==> config.mk <==
export PLATFORM = sky130hd
export DESIGN_NAME = mult_accum_buffer_flat
export DESIGN_NICKNAME = d
export VERILOG_FILES = /design/src/rtl/mult_accum_buffer_if.sv /design/src/rtl/mult_accum_buffer.sv /design/src/flat_wrapper.sv
export SDC_FILE = /design/constraint.sdc
export NUM_CORES = 1
export LEC_CHECK = 0
export BUFFER_PORTS_ARGS = -buffer_cell sky130_fd_sc_hd__buf_2
export CAP_MARGIN = 25
export CORE_AREA = 2 2 275 277
export DETAILED_ROUTE_END_ITERATION = 8
export DIE_AREA = 0 0 277 279
export SKIP_CTS_REPAIR_TIMING = 1
export SKIP_LAST_GASP = 1
export SLEW_MARGIN = 20
export SYNTH_ARGS = -nofsm -noshare
export SYNTH_HDL_FRONTEND = slang
export SYNTH_SLANG_ARGS = --single-unit
==> constraint.sdc <==
create_clock -name clk -period 10.4 [get_ports clk]
set_input_delay 0.52 -clock clk [delete_from_list [all_inputs] [get_ports clk]]
set_output_delay 0.52 -clock clk [all_outputs]
set_load 0.005 [all_outputs]
==> src/rtl/mult_accum_buffer_if.sv <==
// Stream bundle for mult_accum_buffer: the product input beats and the
// ready/valid drain port for completed sums.
// master = producer/consumer side (testbench or surrounding logic),
// slave  = the accumulator buffer itself.
interface mult_accum_buffer_if #(
    parameter int DATA_W = 64,
    parameter int ACC_W  = 72
);
    logic                     in_valid;
    logic signed [DATA_W-1:0] in_data;
    logic                     out_valid;
    logic                     out_ready;
    logic signed [ACC_W-1:0]  out_data;

    modport master (
        output in_valid,
        output in_data,
        output out_ready,
        input  out_valid,
        input  out_data
    );

    modport slave (
        input  in_valid,
        input  in_data,
        input  out_ready,
        output out_valid,
        output out_data
    );
endinterface

==> src/rtl/mult_accum_buffer.sv <==
// mult_accum_buffer: sums every ACC_LEN valid signed products into one
// ACC_W-bit value and queues the sums in a DEPTH-entry show-ahead FIFO.
// Upstream is never stalled; a sum that finds the FIFO full (with no pop
// on the same edge) is dropped and ovf_drop is raised.
// Optional feature macro: MAC_SAT_EN -- saturating accumulation with a
// sticky sat_flag. When undefined, adds wrap and sat_flag is tied 0.
module mult_accum_buffer #(
    parameter int DATA_W  = 64,
    parameter int ACC_W   = 72,
    parameter int ACC_LEN = 4,
    parameter int DEPTH   = 8
) (
    input  logic                     clk,
    input  logic                     rst_n,
    input  logic                     clr,
    mult_accum_buffer_if.slave       bus,
    output logic [$clog2(DEPTH):0]   fifo_level,
    output logic                     ovf_drop,
    output logic                     sat_flag
);
    localparam int AW = $clog2(DEPTH);
    localparam int LW = AW + 1;
    localparam int CW = (ACC_LEN > 1) ? $clog2(ACC_LEN) : 1;

    logic signed [ACC_W-1:0] acc_q, acc_d;
    logic [CW-1:0]           cnt_q, cnt_d;
    logic [AW-1:0]           wr_ptr_q, wr_ptr_d;
    logic [AW-1:0]           rd_ptr_q, rd_ptr_d;
    logic [LW-1:0]           level_q, level_d;
    logic                    ovf_q, ovf_d;

    logic signed [ACC_W-1:0] mem_q [DEPTH];

    logic signed [ACC_W-1:0] in_ext;
    logic signed [ACC_W-1:0] acc_base;
    logic signed [ACC_W-1:0] acc_next;
    logic                    beat, last_beat, pop, push_ok, drop;

    assign in_ext   = ACC_W'(bus.in_data);
    // Starting a group means the old accumulator value is irrelevant.
    assign acc_base = (cnt_q == '0) ? '0 : acc_q;

`ifdef MAC_SAT_EN
    localparam logic signed [ACC_W-1:0] ACC_MAX = {1'b0, {(ACC_W-1){1'b1}}};
    localparam logic signed [ACC_W-1:0] ACC_MIN = {1'b1, {(ACC_W-1){1'b0}}};

    logic [ACC_W:0] sum_wide;
    logic           sat_hit;
    logic           sat_q, sat_d;

    // Add one bit wider; the top two bits disagree exactly on overflow.
    always_comb begin
        sum_wide = {acc_base[ACC_W-1], acc_base} + {in_ext[ACC_W-1], in_ext};
        sat_hit  = 1'b0;
        acc_next = sum_wide[ACC_W-1:0];
        if (sum_wide[ACC_W] != sum_wide[ACC_W-1]) begin
            sat_hit  = 1'b1;
            acc_next = sum_wide[ACC_W] ? ACC_MIN : ACC_MAX;
        end
    end

    // Sticky saturation indicator, cleared only by clr or reset.
    always_comb begin
        sat_d = sat_q;
        if (clr) begin
            sat_d = 1'b0;
        end else if (beat && sat_hit) begin
            sat_d = 1'b1;
        end
    end

    // Saturation flag register.
    always_ff @(posedge clk or negedge rst_n) begin
        if (!rst_n) begin
            sat_q <= 1'b0;
        end else begin
            sat_q <= sat_d;
        end
    end

    assign sat_flag = sat_q;
`else
    assign acc_next = acc_base + in_ext;
    assign sat_flag = 1'b0;
`endif

    // clr wins over any input beat or pop in the same cycle.
    assign beat      = bus.in_valid && !clr;
    assign last_beat = beat && (cnt_q == CW'(ACC_LEN - 1));
    assign pop       = (level_q != '0) && bus.out_ready && !clr;
    // A full FIFO still accepts the push when the head leaves on this edge.
    assign push_ok   = last_beat && ((level_q != LW'(DEPTH)) || pop);
    assign drop      = last_beat && (level_q == LW'(DEPTH)) && !pop;

    // Next-state for accumulator, beat count, pointers, level and overrun flag.
    always_comb begin
        acc_d    = acc_q;
        cnt_d    = cnt_q;
        wr_ptr_d = wr_ptr_q;
        rd_ptr_d = rd_ptr_q;
        level_d  = level_q;
        ovf_d    = ovf_q;
        if (clr) begin
            acc_d    = '0;
            cnt_d    = '0;
            wr_ptr_d = '0;
            rd_ptr_d = '0;
            level_d  = '0;
            ovf_d    = 1'b0;
        end else begin
            if (beat) begin
                if (last_beat) begin
                    acc_d = '0;
                    cnt_d = '0;
                end else begin
                    acc_d = acc_next;
                    cnt_d = cnt_q + CW'(1);
                end
            end
            if (push_ok) begin
                wr_ptr_d = wr_ptr_q + AW'(1);
            end
            if (pop) begin
                rd_ptr_d = rd_ptr_q + AW'(1);
            end
            level_d = level_q + LW'(push_ok) - LW'(pop);
            if (drop) begin
                ovf_d = 1'b1;
            end
        end
    end

    // Control and accumulator state registers.
    always_ff @(posedge clk or negedge rst_n) begin
        if (!rst_n) begin
            acc_q    <= '0;
            cnt_q    <= '0;
            wr_ptr_q <= '0;
            rd_ptr_q <= '0;
            level_q  <= '0;
            ovf_q    <= 1'b0;
        end else begin
            acc_q    <= acc_d;
            cnt_q    <= cnt_d;
            wr_ptr_q <= wr_ptr_d;
            rd_ptr_q <= rd_ptr_d;
            level_q  <= level_d;
            ovf_q    <= ovf_d;
        end
    end

    // FIFO storage; contents need no reset because level gates visibility.
    always_ff @(posedge clk) begin
        if (push_ok) begin
            mem_q[wr_ptr_q] <= acc_next;
        end
    end

    assign bus.out_valid = (level_q != '0);
    assign bus.out_data  = (level_q != '0) ? mem_q[rd_ptr_q] : '0;
    assign fifo_level    = level_q;
    assign ovf_drop      = ovf_q;
endmodule

==> src/flat_wrapper.sv <==
// flat-port wrapper written by rule: the top's interface ports become plain ports
module mult_accum_buffer_flat 
#(
    parameter int DATA_W  = 64,
    parameter int ACC_W   = 72,
    parameter int ACC_LEN = 4,
    parameter int DEPTH   = 8
)
  (clk, rst_n, clr, fifo_level, ovf_drop, sat_flag, bus_in_valid, bus_in_data, bus_out_ready, bus_out_valid, bus_out_data);
  mult_accum_buffer_if #(.DATA_W(DATA_W), .ACC_W(ACC_W)) bus_i ();
  input  logic clk;
  input  logic rst_n;
  input  logic clr;
  output logic [$clog2(DEPTH):0] fifo_level;
  output logic ovf_drop;
  output logic sat_flag;
  input wire logic [$bits(bus_i.in_valid)-1:0] bus_in_valid;
  input wire logic [$bits(bus_i.in_data)-1:0] bus_in_data;
  input wire logic [$bits(bus_i.out_ready)-1:0] bus_out_ready;
  output wire logic [$bits(bus_i.out_valid)-1:0] bus_out_valid;
  output wire logic [$bits(bus_i.out_data)-1:0] bus_out_data;
  assign bus_i.in_valid = bus_in_valid;
  assign bus_i.in_data = bus_in_data;
  assign bus_i.out_ready = bus_out_ready;
  assign bus_out_valid = bus_i.out_valid;
  assign bus_out_data = bus_i.out_data;
  mult_accum_buffer #(.DATA_W(DATA_W), .ACC_W(ACC_W), .ACC_LEN(ACC_LEN), .DEPTH(DEPTH)) u_core (.clk(clk), .rst_n(rst_n), .clr(clr), .bus(bus_i), .fifo_level(fifo_level), .ovf_drop(ovf_drop), .sat_flag(sat_flag));
endmodule
After elaboration in Yosys (flattened, before gate mapping)

Memories as Yosys holds them, arrays and structs flattened.
Cells that the tools add are included.

Flip-flop bits (word level): 85
Memory bits (writable): 576
Memories kept: 1

Add/sub/neg operators: 6
Eq/ne operators: 3
Muxes and demuxes: 17
Reduce and logical (&&, ||, !) cells: 16

Memory list:

| memory       | words | bits a word | read ports | clocked after memory_dff | write ports | line                    | source |
|---|---|---|---|---|---|---|---|
| u_core.mem_q | 8     | 72          | 1          | 0                        | 1           | mult_accum_buffer.sv:32 | `logic signed [ACC_W-1:0] mem_q [DEPTH];` |

Operators by type and width:

| operator                                                      | number |
|---|---|
| 72-bit 2-to-1 mux                                             | 5 |
| 72-bit by 64-bit adder with 72-bit output                     | 1 |
| 3-bit 2-to-1 mux                                              | 4 |
| 2-bit nonzero test                                            | 4 |
| 1-bit logical AND                                             | 7 |
| 3-bit by 1-bit adder with 3-bit output, second input constant | 2 |
| 2-bit 2-to-1 mux                                              | 3 |
| 4-bit by 1-bit adder with 4-bit output                        | 1 |
| 4-bit == test, second input constant                          | 1 |
| 1-bit 2-to-1 mux                                              | 4 |
| 4-bit 2-to-1 mux                                              | 1 |
| 4-bit inequality test, second input constant                  | 1 |
| 4-bit nonzero test                                            | 1 |
| 4-bit by 1-bit subtractor with 4-bit output                   | 1 |
| 2-bit by 1-bit adder with 2-bit output, second input constant | 1 |
| 2-bit == test, second input constant                          | 1 |
| 1-bit zero test                                               | 2 |
| 2-bit zero test                                               | 1 |
| 1-bit logical OR                                              | 1 |

Logic depth before layout (Yosys ltp)

Depth after elaboration: 8
Mapped depth: 18

Least setup slack after synthesis

No wires, ideal clock.

Path kind: register to register
From: reg u_core.level_q[2], in the netlist u_core.fifo_level[2]
To: mem u_core.mem_q[2][0], enable pin
Setup time: 0.606 ns
Arrival time: 7.115 ns
Required time: 9.794 ns
Setup slack: 2.680 ns
Cell stages (with the launch flop): 12
Buffers on the path: 1
Period minus slack after synthesis: 7.720 ns
Cells stage by stage: dfrtp_1 > inv_1 > ha_1 > and2_1 > clkbuf_1 > inv_1 > nand2_1 > nor2_1 > nor2_1 > nor3_2 > nand2b_1 > nor3b_1

Cells in the longest elaborated chain, start to end: 7
Elaborated cells on any way between the ends: 8
Classes of those cells: 1 x eq/ne; 2 x mux; 5 x reduce/logical

RTL lines:

| item                                   | line                     | source |
|---|---|---|
| start: declaration                     | mult_accum_buffer.sv:29  | `logic [LW-1:0] level_q, level_d;` |
| start signal: assignment               | mult_accum_buffer.sv:147 | `level_q <= level_d;` |
| 4-bit nonzero test                     | --                       |  |
| net bus_out_valid                      | flat_wrapper.sv:20       | `output wire logic [$bits(bus_i.out_valid)-1:0] bus_out_valid;` |
| 1-bit logical AND (2 in series)        | mult_accum_buffer.sv:90  | `assign pop = (level_q != '0) && bus.out_ready && !clr;` |
| 1-bit logical OR                       | mult_accum_buffer.sv:92  | `assign push_ok = last_beat && ((level_q != LW'(DEPTH)) \|\| pop);` |
| 1-bit logical AND                      | mult_accum_buffer.sv:92  |  |
| 1-bit 2-to-1 mux                       | mult_accum_buffer.sv:154 | `if (push_ok) begin` |
| 1-bit 2-to-1 mux (not written as such) | mult_accum_buffer.sv:155 | `mem_q[wr_ptr_q] <= acc_next;` |
| end: declaration                       | mult_accum_buffer.sv:32  |  |

The timed path passes the listed nets, and every way through them passes these cells.

Final worst setup path

From: reg u_core.cnt_q[0]
To: reg u_core.acc_q[71]

Cells in the longest elaborated chain, start to end: 6
Elaborated cells on any way between the ends: 8
Classes of those cells: 1 x add/sub; 1 x eq/ne; 4 x mux; 2 x reduce/logical

RTL lines:

| item                                      | line                     | source |
|---|---|---|
| start: declaration                        | mult_accum_buffer.sv:26  | `logic [CW-1:0] cnt_q, cnt_d;` |
| start signal: assignment                  | mult_accum_buffer.sv:144 | `cnt_q <= cnt_d;` |
| 2-bit zero test                           | mult_accum_buffer.sv:41  | `assign acc_base = (cnt_q == '0) ? '0 : acc_q;` |
| 72-bit 2-to-1 mux                         | mult_accum_buffer.sv:41  |  |
| 72-bit by 64-bit adder with 72-bit output | mult_accum_buffer.sv:83  | `assign acc_next = acc_base + in_ext;` |
| net u_core.acc_next[71]                   | mult_accum_buffer.sv:36  | `logic signed [ACC_W-1:0] acc_next;` |
| 72-bit 2-to-1 mux                         | mult_accum_buffer.sv:112 | `if (last_beat) begin` |
| 72-bit 2-to-1 mux                         | mult_accum_buffer.sv:111 | `if (beat) begin` |
| 72-bit 2-to-1 mux                         | mult_accum_buffer.sv:103 | `if (clr) begin` |
| end signal: assignment                    | mult_accum_buffer.sv:136 | `acc_q <= '0;` |
| end signal: assignment                    | mult_accum_buffer.sv:143 | `acc_q <= acc_d;` |
| end: declaration                          | mult_accum_buffer.sv:25  | `logic signed [ACC_W-1:0] acc_q, acc_d;` |

The timed path passes the listed nets, and every way through them passes these cells. The select of a mux whose other input is x is not followed.
A chain may end at the register's enable or synchronous reset.

==> flow_metrics.env <==
export IMPL_status="complete, no violations"
export IMPL_tns_ns=0
export IMPL_hold_path_class="in2reg"
export IMPL_cp_max_fo=38
export IMPL_netlist_area_leader_share_pct=57.4
export IMPL_cts_tree="built"
export IMPL_worst_slew_margin_rel_pct=30.0
export IMPL_wl_met2_mm=35.7
export IMPL_postLayoutCoreUtil_pct=46.2
export IMPL_syn_mean_instance_area_um2=15.7
export IMPL_met3WireLength_mm=4.10
export IMPL_synth_edf_count=576
export IMPL_hold_start="bus_out_ready"
export IMPL_grt_max_degree=115
export IMPL_gp_congestion=0.929
export IMPL_cts_root_buffer="clkbuf_16"
export IMPL_path_class="reg2reg"
export IMPL_slew_violations=0
export IMPL_yosys_warnings=0
export IMPL_dieArea_um2=77300
export IMPL_start_util_pct=40.7
export IMPL_rows=100
export IMPL_synth_ff_type="edfxtp_1"
export IMPL_post_dp_hpwl_mm=45.7
export IMPL_dp_slack_ns=5.38
export IMPL_grt_use_total_pct=19.0
export IMPL_wirelength_mm=73.4
export IMPL_port_buffers=146
export IMPL_die_h_um=279
export IMPL_viasPerCell=5.68
export IMPL_timing_rr_start="u_core.cnt_q[0]$_DFFE_PN0P_"
export IMPL_ys_top_cells_by_area="edfxtp_1 57%, mux4_2 11%, dfrtp_1 7.1%, ha_1 3.4%, mux2i_1 2.5%"
export IMPL_highest_layer="met5"
export IMPL_drive_above_1_share_pct=22.1
export IMPL_skew_ns=0.0244
export IMPL_wl_met1_mm=32.5
export IMPL_critPathLaunchType="flop"
export IMPL_hold_viol=0
export IMPL_fin_crit_sh_pct=48.8
export IMPL_fin_nets=2212
export IMPL_ys_async_sr_fraction_pct=12.9
export IMPL_end_kind="flop"
export IMPL_drv_cap=0
export IMPL_critPathRequiredTime_ns=10.94
export IMPL_synth_area_leader_cell="edfxtp_1"
export IMPL_worst_slew_pin_slew_ns=1.05
export IMPL_htree_levels=3
export IMPL_wire_per_inst_um=23.8
export IMPL_cts_num_sinks=661
export IMPL_vdd_ir_drop_max_mv=0.120
export IMPL_ys_seq_elements=661
export IMPL_antenna_cells=0
export IMPL_drc_errors=0
export IMPL_grt_pass1_wl_mm=111
export IMPL_insertion_delay_ns=0.62
export IMPL_ant_nets=0
export IMPL_firstDrtPassIters=5
export IMPL_arrival_ns=5.61
export IMPL_syn_num_nets=2074
export IMPL_numCtsBuffers=68
export IMPL_clk_pin_slew_ns=0.06
export IMPL_period_needed_ns=5.07
export IMPL_grt_pass1_vias=18100
export IMPL_holdPathStages=3
export IMPL_max_freq_ghz=0.197
export IMPL_synthesis_area_um2=30100
export IMPL_powerDensity_nw_per_um2=208
export IMPL_fin_ws_ns=5.33
export IMPL_reg2reg_depth=15
export IMPL_clockBufferDepth=3
export IMPL_leakage_nw=12.0
export IMPL_power_mw=7.13
export IMPL_syn_to_final_growth_pct=13.6
export IMPL_grt_overflow=0
export IMPL_worst_hold_slack_ns=0.214
export IMPL_vias=17500
export IMPL_finalSetupViolations=0
export IMPL_synth_seq_area_share_pct=64.5
export IMPL_grt_setup_unrepaired="false"
export IMPL_core_area_um2=74100
export IMPL_antenna_found_initial=2
export IMPL_worstSetupStartpoint="u_core.cnt_q[0]$_DFFE_PN0P_"
export IMPL_synth_cell_types=81
export IMPL_drt_initial_drc_count=1723
export IMPL_syn_inst=1922
export IMPL_die_w_um=277
export IMPL_num_io_pins=148
through the flow:
stage,instances,area [um2]
finish,3085,34200
global placement,2955,31800
floorplan,1922,30100
detailed placement,2956,31800
global route,3085,34200
CTS,3082,34200
cell type report:
class	instances	area (um2)
clock inverters	31	392
clock buffers	95	1970
well taps	969	1210
multi-input cells	1127	10100
repair buffers	173	996
flip-flops and latches	661	19400
inverters	29	109
fillers	6469	39800
cells in the mapped netlist, types with 6 or more instances:
library cell  count
edfxtp_1        576
mux4_2          144
nor2_1          137
a21oi_1          99
dfrtp_1          85
nand2_1          84
ha_1             81
nor2b_1          77
mux2i_1          75
a22o_1           68
clkbuf_1         50
o21ai_0          46
xnor2_1          42
nand4_1          33
a21o_1           31
xor2_1           30
inv_1            29
buf_1            22
o21bai_1         21
nor3_1           17
buf_2            16
nand3_1          14
o21a_1           12
a31oi_1           8
nand2b_1          8
and2_1            7
buf_4             6
clkbuf_8          6
o31ai_1           6
registers in the layout, summed over array words and instances, names as in the netlist:
signal / cells
u_core.wr_ptr_q: 3
u_core.rd_ptr_q: 3
u_core.acc_q: 72
u_core.ovf_drop: 1
u_core.mem_q: 576
u_core.cnt_q: 2
u_core.fifo_level: 4
routing by layer:
layer | track usage [%] | vias to the layer above
met1 | 25.9 | 9102
met4 | 4.54 | 2
li1 | - | 7811
met2 | 31.5 | 518
met3 | 3.61 | 88
met5 | 0 | -
final timing paths:
| kind | end | slack, ns |
|---|---|---|
| setup / recovery | u_core.acc_q[71]$_DFFE_PN0P_ | 5.33 |
| hold / removal | u_core.rd_ptr_q[1]$_DFFE_PN0P_ | 0.21 |
| setup reg to reg | u_core.acc_q[71]$_DFFE_PN0P_ | 5.33 |
| hold reg to reg | u_core.acc_q[65]$_DFFE_PN0P_ | 0.48 |
| max in group asynchronous | u_core.rd_ptr_q[0]$_DFFE_PN0P_ | 8.74 |
| min in group asynchronous | u_core.acc_q[55]$_DFFE_PN0P_ | 0.42 |
critical path, stage by stage, from the launching register on:
cell and delay [ns]:
dfrtp_1 0.40, inv_1 0.07, ha_2 0.64, buf_4 0.52
nor2b_1 0.10, ha_1 0.43, nand4_1 0.17, nor3_1 0.28
inv_1 0.08, a311oi_2 0.31, nor2_1 0.15, o21a_1 0.27
o41ai_2 0.56, a21oi_1 0.19, xnor2_1 0.57, a22o_1 0.22
power by group:
part           switching, mW  leakage (nW)  internal (mW)
clock network           1.02          1.16           1.53
registers             0.0634          6.31           3.00
logic                  0.842          4.49          0.671
total                   1.92          12.0           5.20
kinds of logic (layout without fill, tap and decap cells):
| logic type | count (synthesis) | in the layout | share of synthesized area (%) |
|---|---|---|---|
| adder cells (fa/ha/maj) | 83 | 83 | 3.50 |
| AO/OA/AOI/OAI | 343 | 343 | 7.86 |
| AND/OR/NAND/NOR | 408 | 408 | 6.68 |
| multiplexers | 220 | 220 | 13.3 |
| buffers and inverters | 134 | 328 | 2.11 |
| other | 1 | 1 | 0.0124 |
| flip-flops | 661 | 661 | 64.5 |
| XOR/XNOR | 72 | 72 | 2.09 |
cells in the final DEF (no fill, tap or decap), drive strengths merged, types with 42 or more instances in the layout:
master  count
edfxtp    576
buf       172
mux4      144
nor2      139
a21oi     100
clkbuf     95
nand2      87
dfrtp      85
ha         81
nor2b      77
mux2i      75
a22o       68
o21ai      51
xnor2      42
(Power assumes the default switching activity.)
